==> src/rtl/serial_subtractor.sv <==
// -----------------------------------------------------------------------------
// serial_subtractor
//   Bit-serial unsigned subtractor: computes (a - b) mod 2^WIDTH one bit per
//   clock, LSB first, through a single full-subtractor cell with a registered
//   borrow. A start/done handshake lets a controller issue one operation at a
//   time; the result and final borrow are held until the next completion.
//
// Ports
//   clk        in   1      rising-edge clock
//   rst_n      in   1      asynchronous active-low reset
//   start      in   1      request, sampled only while idle
//   a          in   WIDTH  minuend, captured when start is accepted
//   b          in   WIDTH  subtrahend, captured when start is accepted
//   busy       out  1      high while bits are being processed
//   done       out  1      one-cycle pulse, result valid
//   diff       out  WIDTH  (a - b) mod 2^WIDTH, held until next completion
//   borrow_out out  1      final borrow (a < b), held with diff
// -----------------------------------------------------------------------------
module serial_subtractor #(
  parameter int WIDTH = 8
) (
  input  logic             clk,
  input  logic             rst_n,
  input  logic             start,
  input  logic [WIDTH-1:0] a,
  input  logic [WIDTH-1:0] b,
  output logic             busy,
  output logic             done,
  output logic [WIDTH-1:0] diff,
  output logic             borrow_out
);

  localparam int CNT_W = $clog2(WIDTH);

  typedef enum logic [1:0] {
    S_IDLE  = 2'd0,
    S_SHIFT = 2'd1,
    S_DONE  = 2'd2
  } state_e;

  // Full-subtractor cell; returns {borrow_next, diff_bit}.
  function automatic logic [1:0] full_sub(input logic ai, input logic bi, input logic br);
    logic d;
    logic bo;
    d  = ai ^ bi ^ br;
    bo = (~ai & bi) | (~(ai ^ bi) & br);
    return {bo, d};
  endfunction

  state_e           state_q;
  logic [WIDTH-1:0] a_sr_q;
  logic [WIDTH-1:0] b_sr_q;
  logic [WIDTH-1:0] d_sr_q;
  logic [CNT_W-1:0] cnt_q;
  logic             br_q;
  logic             busy_q;
  logic             done_q;
  logic [WIDTH-1:0] diff_q;
  logic             borrow_q;

  logic [1:0]       fs_d;
  logic [WIDTH-1:0] d_sr_d;
  logic             last_bit_d;

  // Current bit slice: difference bit, next borrow and the shifted result word.
  always_comb begin
    fs_d       = full_sub(a_sr_q[0], b_sr_q[0], br_q);
    d_sr_d     = {fs_d[0], d_sr_q[WIDTH-1:1]};
    last_bit_d = (cnt_q == CNT_W'(WIDTH - 1));
  end

  // Control FSM, bit-serial datapath and registered outputs.
  always_ff @(posedge clk or negedge rst_n) begin
    if (!rst_n) begin
      state_q  <= S_IDLE;
      a_sr_q   <= '0;
      b_sr_q   <= '0;
      d_sr_q   <= '0;
      cnt_q    <= '0;
      br_q     <= 1'b0;
      busy_q   <= 1'b0;
      done_q   <= 1'b0;
      diff_q   <= '0;
      borrow_q <= 1'b0;
    end else begin
      case (state_q)
        S_IDLE: begin
          done_q <= 1'b0;
          if (start) begin
            a_sr_q  <= a;
            b_sr_q  <= b;
            br_q    <= 1'b0;
            cnt_q   <= '0;
            busy_q  <= 1'b1;
            state_q <= S_SHIFT;
          end
        end
        S_SHIFT: begin
          a_sr_q <= {1'b0, a_sr_q[WIDTH-1:1]};
          b_sr_q <= {1'b0, b_sr_q[WIDTH-1:1]};
          d_sr_q <= d_sr_d;
          br_q   <= fs_d[1];
          cnt_q  <= cnt_q + CNT_W'(1);
          // Outputs are only updated here so partial results never leak out.
          if (last_bit_d) begin
            diff_q   <= d_sr_d;
            borrow_q <= fs_d[1];
            busy_q   <= 1'b0;
            done_q   <= 1'b1;
            state_q  <= S_DONE;
          end
        end
        S_DONE: begin
          done_q  <= 1'b0;
          state_q <= S_IDLE;
        end
        default: begin
          busy_q  <= 1'b0;
          done_q  <= 1'b0;
          state_q <= S_IDLE;
        end
      endcase
    end
  end

  assign busy       = busy_q;
  assign done       = done_q;
  assign diff       = diff_q;
  assign borrow_out = borrow_q;

endmodule

==> config.mk <==
export PLATFORM = sky130hd
export DESIGN_NAME = serial_subtractor
export DESIGN_NICKNAME = d
export VERILOG_FILES = /design/src/rtl/serial_subtractor.sv
export SDC_FILE = /design/constraint.sdc
export NUM_CORES = 1
export LEC_CHECK = 0
export CAP_MARGIN = 0
export CELL_PAD_IN_SITES_DETAIL_PLACEMENT = 1
export CELL_PAD_IN_SITES_GLOBAL_PLACEMENT = 2
export CORE_MARGIN = 5
export CORE_UTILIZATION = 35
export CTS_CLUSTER_SIZE = 24
export DETAILED_ROUTE_END_ITERATION = 16
export PLACE_DENSITY = 0.84
export REMOVE_ABC_BUFFERS = 1
export SLEW_MARGIN = 25
export SYNTH_ARGS = -nofsm -noshare
export SYNTH_HDL_FRONTEND = slang
export SYNTH_SLANG_ARGS = --single-unit
export TNS_END_PERCENT = 10
==> constraint.sdc <==
create_clock -name clk -period 1.6 [get_ports clk]
set_input_delay 0.16 -clock clk [delete_from_list [all_inputs] [get_ports clk]]
set_output_delay 0.16 -clock clk [all_outputs]
set_load 0.01 [all_outputs]
Word-level counts from Yosys, hierarchy flattened
Cells that the tools add are included.
- flip-flop bits (word level): 41
- output and inout port bits: 11
- bits of input ports: 19
- reduce and logical (&&, ||, !) cells: 6
- multiplexer cells: 16
- add/sub/neg operators: 1
- equality and inequality tests: 5
- bitwise operators: 8
- operators with widths (kind ; number):
    8-bit case mux with 2 select lines ; 2
    8-bit two-way mux ; 2
    3-bit case mux with 2 select lines ; 1
    2-bit AND reduction ; 3
    1-bit two-way mux ; 5
    2-bit two-way mux ; 2
    2-bit inequality test, second input constant ; 2
    2-bit case mux with 2 select lines ; 1
    3-bit by 1-bit adder with 3-bit output, second input constant ; 1
    3-bit equality test, second input constant ; 1
    3-bit two-way mux ; 1
    1-bit NOT ; 3
    1-bit case mux with 3 select lines ; 1
    3-bit AND reduction ; 1
    1-bit bitwise AND ; 2
    2-bit by 1-bit equality test with 1-bit output, second input constant ; 1
    2-bit equality test, second input constant ; 1
    2-bit logical NOT ; 1
    1-bit case mux with 2 select lines ; 1
    2-bit nonzero test ; 1
    1-bit XOR ; 2
    1-bit bitwise OR ; 1

Logic depth before layout (Yosys ltp)
- word-level depth: 5
- depth in mapped cells: 6
- gate-level depth less buffers: 5

Worst setup path after synthesis
No wires, ideal clock.
- path kind: reg2reg
- from: register cnt_q[0]
- to: register diff_q[1] (netlist: diff[1])
- arrival: 1317 ps
- setup slack: 158 ps
- library setup time: 125 ps
- stages on the path, launching flop included: 6
- path buffers: 1
- clock period less this slack: 1442 ps
- path through: dfrtp_1 > ha_1 > ha_1 > nand3b_4 > buf_6 > mux2_4
- cells in the longest elaborated chain, start to end: 2
- RTL lines (item ; RTL line ; source):
    start: declaration ; 54 ; logic [CNT_W-1:0] cnt_q;
    start signal: assignment ; 103 ; cnt_q <= cnt_q + CNT_W'(1);
    3-bit equality test ; 69 ; last_bit_d = (cnt_q == CNT_W'(WIDTH - 1));
    2-bit AND reduction (no line) ; - ;
    end signal: assignment ; 106 ; diff_q <= d_sr_d;
    end: declaration ; 58 ; logic [WIDTH-1:0] diff_q;
Every way passes these cells.
A chain may end at the register's enable or synchronous reset.

Worst setup path after layout
- from: register cnt_q[0]
- to: register diff_q[0] (netlist: diff[0])
Same word-level chain as after synthesis.

==> flow_summary.ini <==
[grt]
grt_pass1_wl_microns = 6660
vias_in_the_first_global_route = 1350
grt_usage_pct = 13.4
grt_antenna_before_repair = 0
grt_total_ovfl = 0
grt_max_degree = 22

[synth]
synth_async_sr_flop_share_pct = 100
netlist_top_cells_area = sky130_fd_sc_hd__dfrtp_1 (56%), sky130_fd_sc_hd__mux2_4 (10%), sky130_fd_sc_hd__o22ai_1 (8.1%)
post-synth-top-count-cell = sky130_fd_sc_hd__dfrtp_1
synth-main-ff-cell = sky130_fd_sc_hd__dfrtp_1
syn-cell-area_sq_mm = 0.00178
yosys_warnings = 0
number_of_flops_mapped_to_enable_cells_by_yosys = 0
ys_seq_elements = 40
average_footprint_of_a_synthesized_cell_sq_um = 12.5
synth.distinct_cells = 25
seq_area_frac_synth_pct = 56.3
synthTopCellsByCount = sky130_fd_sc_hd__dfrtp_1 (40), sky130_fd_sc_hd__o22ai_1 (23), sky130_fd_sc_hd__mux2_4 (12), sky130_fd_sc_hd__a21oi_1 (11), sky130_fd_sc_hd__o21ai_0 (7)
synth.largest_area_cell = sky130_fd_sc_hd__dfrtp_1
synth.top_cell.area_share_pct = 56.3
syn-instance-count = 142

[detailed_routing]
drt-wirelength-per-cell_microns = 16.7
drt.antenna.violating_nets = 0
drt_first_iter_violations = 29
first_pass_iters = 4
drc_errors = 0
routed_wirelength_microns = 4090
dr_total_vias = 1246
vias_per_cell = 5.09

[cells_and_area]
n_antenna_cell = 0
synthToLayoutAreaGrowth_pct = 25.4
num-nets-final = 196
layout.core_utilization_pct = 44.5
drive_above_1_share_pct = 19.4
number_of_inserted_filler_cells_in_the_final_layout = 563

[die]
placeableCoreArea_sq_mm = 0.00501
num_io_pins = 30
die_width_microns = 81.3
fp.dieH_microns = 81.3
initial_cell_density_of_the_core_pct = 35.5
fp.dieArea_sq_mm = 0.00660
core.rowCount = 26

[power_and_ir_drop]
switchingPower_w = 0.00146
total_leakage_power_nw = 0.975
power.total_w = 0.00431
share_comb_of_total_power_pct = 40.5
clock_group_share_of_total_power_pct = 16.4
max_rail_drop_vdd_v = 0.000502
netSwitchingFraction_pct = 33.8
power.internal_w = 0.00286
seqPwrFrac_pct = 43.0
power.density_cell_area_mw_per_mm2 = 1940

[clock_network]
cts-root-to-sink-buffers = 2
cts_root_buf = sky130_fd_sc_hd__clkbuf_8
ctsHtreeMaxLevel = 2
cts_repair_resize_count = 0
cts.reportedPaths.clkPinSlew_ns = 0.08
numCtsBuffers = 5
clk_latency_ns = 0.30
cts_tree = yes
numClockSinks = 40

[timing]
timing.clock.skew_ns = 0.00614
slew_hr_pct = 66.6
timing_worst_slew_pin_value_ns = 0.501
fin_crit_ns = 1.53
report.final.hold_viol_count = 0
rsz_0062_raised_after_global_routing = no
post-route-period-util_pct = 95.7
setup_total_neg_slack_ns = 0
slew_violations = 0
setup_viol_count_final = 0
max_clock_freq_mhz = 653

[critical_path]
timing.critical_path.to_type = flop
timing.critical_path.from_type = flop
critical_path.reg2reg.startpoint = cnt_q[0]$_DFFE_PN0P_
crit-reg2reg-capture = diff[0]$_DFFE_PN0P_
setup.reg_to_reg.worst_slack_ns = 0.07
critical_path_required_ns = 1.79
timing.setup.critical_path_class = flop to flop
worst-path-max-fanout = 11
arrival_ns = 1.72
ff2ff_path_depth = 4

[status]
status = finished clean

[placed_design]
place.gp.congestion = 0.804
hpwl_microns = 3010
portBuffers = 29

[flow_run]
cap_viol_max_count = 0

[min_path]
holdCritPathClass = input pin to async pin
-- how the worst max path moves through the flow --
stage,startpoint,end,slack [ns]
floorplan,cnt_q[0]$_DFFE_PN0P_,diff[0]$_DFFE_PN0P_,0.17
global placement,start,b_sr_q[2]$_DFFE_PN0P_,0.07
detailed placement,start,b_sr_q[2]$_DFFE_PN0P_,-0.06
CTS,cnt_q[0]$_DFFE_PN0P_,diff[0]$_DFFE_PN0P_,0.04
global route,cnt_q[0]$_DFFE_PN0P_,diff[0]$_DFFE_PN0P_,0.008
finish,cnt_q[0]$_DFFE_PN0P_,diff[0]$_DFFE_PN0P_,0.07
-- metrics by stage --
| stage | setup slack [ns] | hold WS [ns] | std cells | area (sq um) |
|---|---|---|---|---|
| final | 0.0689 | 0.357 | 245 | 2230 |
| after global routing | 0.00845 | 0.397 | 245 | 2230 |
| after CTS | 0.0435 | 0.368 | 245 | 2230 |
| after detailed placement | -0.0597 | 0.158 | 236 | 2130 |
| after global placement | 0.0673 | 0.134 | 236 | 2130 |
| after floorplan | 0.171 | -0.136 | 132 | 1700 |
-- cell families (layout without fill, tap and decap cells) --
group,Yosys count,count (layout),share of synthesized area [%]
mux,15,15,12.0
fa+ha+maj,3,3,2.54
compound gates,48,48,16.8
flops,40,40,56.3
buf+inv,15,48,5.21
simple gates,21,21,7.04
-- flip-flops by register name, indices dropped and copies added, names as in the netlist --
signal,count
br_q,1
a_sr_q,8
busy,1
d_sr_q,7
b_sr_q,8
state_q,2
cnt_q,3
borrow_out,1
diff,8
done,1
-- area by class of cell --
| cell class | count | area (sq um) | area share (%) |
|---|---|---|---|
| clock buffers | 6 | 82.6 | 3.71 |
| flip-flops and latches | 40 | 1000 | 44.9 |
| repair buffers | 35 | 345 | 15.5 |
| well taps | 70 | 87.6 | 3.93 |
| clock inverters | 2 | 10.0 | 0.449 |
| multi-input cells | 87 | 683 | 30.7 |
| inverters | 5 | 18.8 | 0.842 |
-- critical path, stage by stage (launching register included) --
cell	delay [ns]
sky130_fd_sc_hd__dfrtp_1	0.40
sky130_fd_sc_hd__ha_1	0.21
sky130_fd_sc_hd__ha_1	0.24
sky130_fd_sc_hd__nand3b_4	0.22
sky130_fd_sc_hd__mux2_2	0.36
-- repair_timing --
action,in CTS,in global routing
hold buffers,1,0
setup buffers,0,0
endpoints found under the hold margin,19,0
endpoints found under the setup margin,0,0
-- power groups by stage --
stage	sequential, W	combinational, W	clock, W
4_1_cts	0.00186	0.00178	0.000736
6_report	0.00186	0.00175	0.000709
3_5_place_dp	0.00188	0.00178	0
3_3_place_gp	0.00184	0.00168	0
5_1_grt	0.00192	0.00191	0.000775
2_1_floorplan	0.00184	0.00110	0
-- cells in the final DEF (no fill, tap or decap) --
cell	netlist	layout
sky130_fd_sc_hd__nand3b_4	1	1
sky130_fd_sc_hd__clkbuf_8	0	6
sky130_fd_sc_hd__a2bb2oi_1	2	2
sky130_fd_sc_hd__ha_1	2	2
sky130_fd_sc_hd__o22ai_1	23	23
sky130_fd_sc_hd__nand2b_4	1	1
sky130_fd_sc_hd__mux2_2	3	3
sky130_fd_sc_hd__buf_4	2	4
sky130_fd_sc_hd__o221a_2	2	2
sky130_fd_sc_hd__o21ai_0	7	7
sky130_fd_sc_hd__a21oi_1	11	11
sky130_fd_sc_hd__nand2_1	6	6
sky130_fd_sc_hd__dfrtp_1	40	40
sky130_fd_sc_hd__nor2_1	6	6
sky130_fd_sc_hd__nor2_2	1	1
sky130_fd_sc_hd__inv_1	5	5
sky130_fd_sc_hd__nand3b_1	2	2
sky130_fd_sc_hd__dlygate4sd3_1	0	1
sky130_fd_sc_hd__mux2_4	12	12
sky130_fd_sc_hd__buf_2	4	1
sky130_fd_sc_hd__a22o_1	2	2
sky130_fd_sc_hd__clkdlybuf4s50_1	0	28
sky130_fd_sc_hd__fa_1	1	1
sky130_fd_sc_hd__nor2b_1	1	1
sky130_fd_sc_hd__nand2b_1	3	3
sky130_fd_sc_hd__clkinv_2	0	2
sky130_fd_sc_hd__buf_12	0	1
sky130_fd_sc_hd__o21bai_1	1	1
-- layer usage --
layer | global-route usage [%] | vias up | wire [microns]
li1 | - | 580 | -
met1 | 17.4 | 625 | 1910
met2 | 21.0 | 35 | 1920
met3 | 4.43 | 6 | 213
met4 | 4.56 | 0 | 49
met5 | 0 | - | 0
Power figures use the tool's default switching activity.
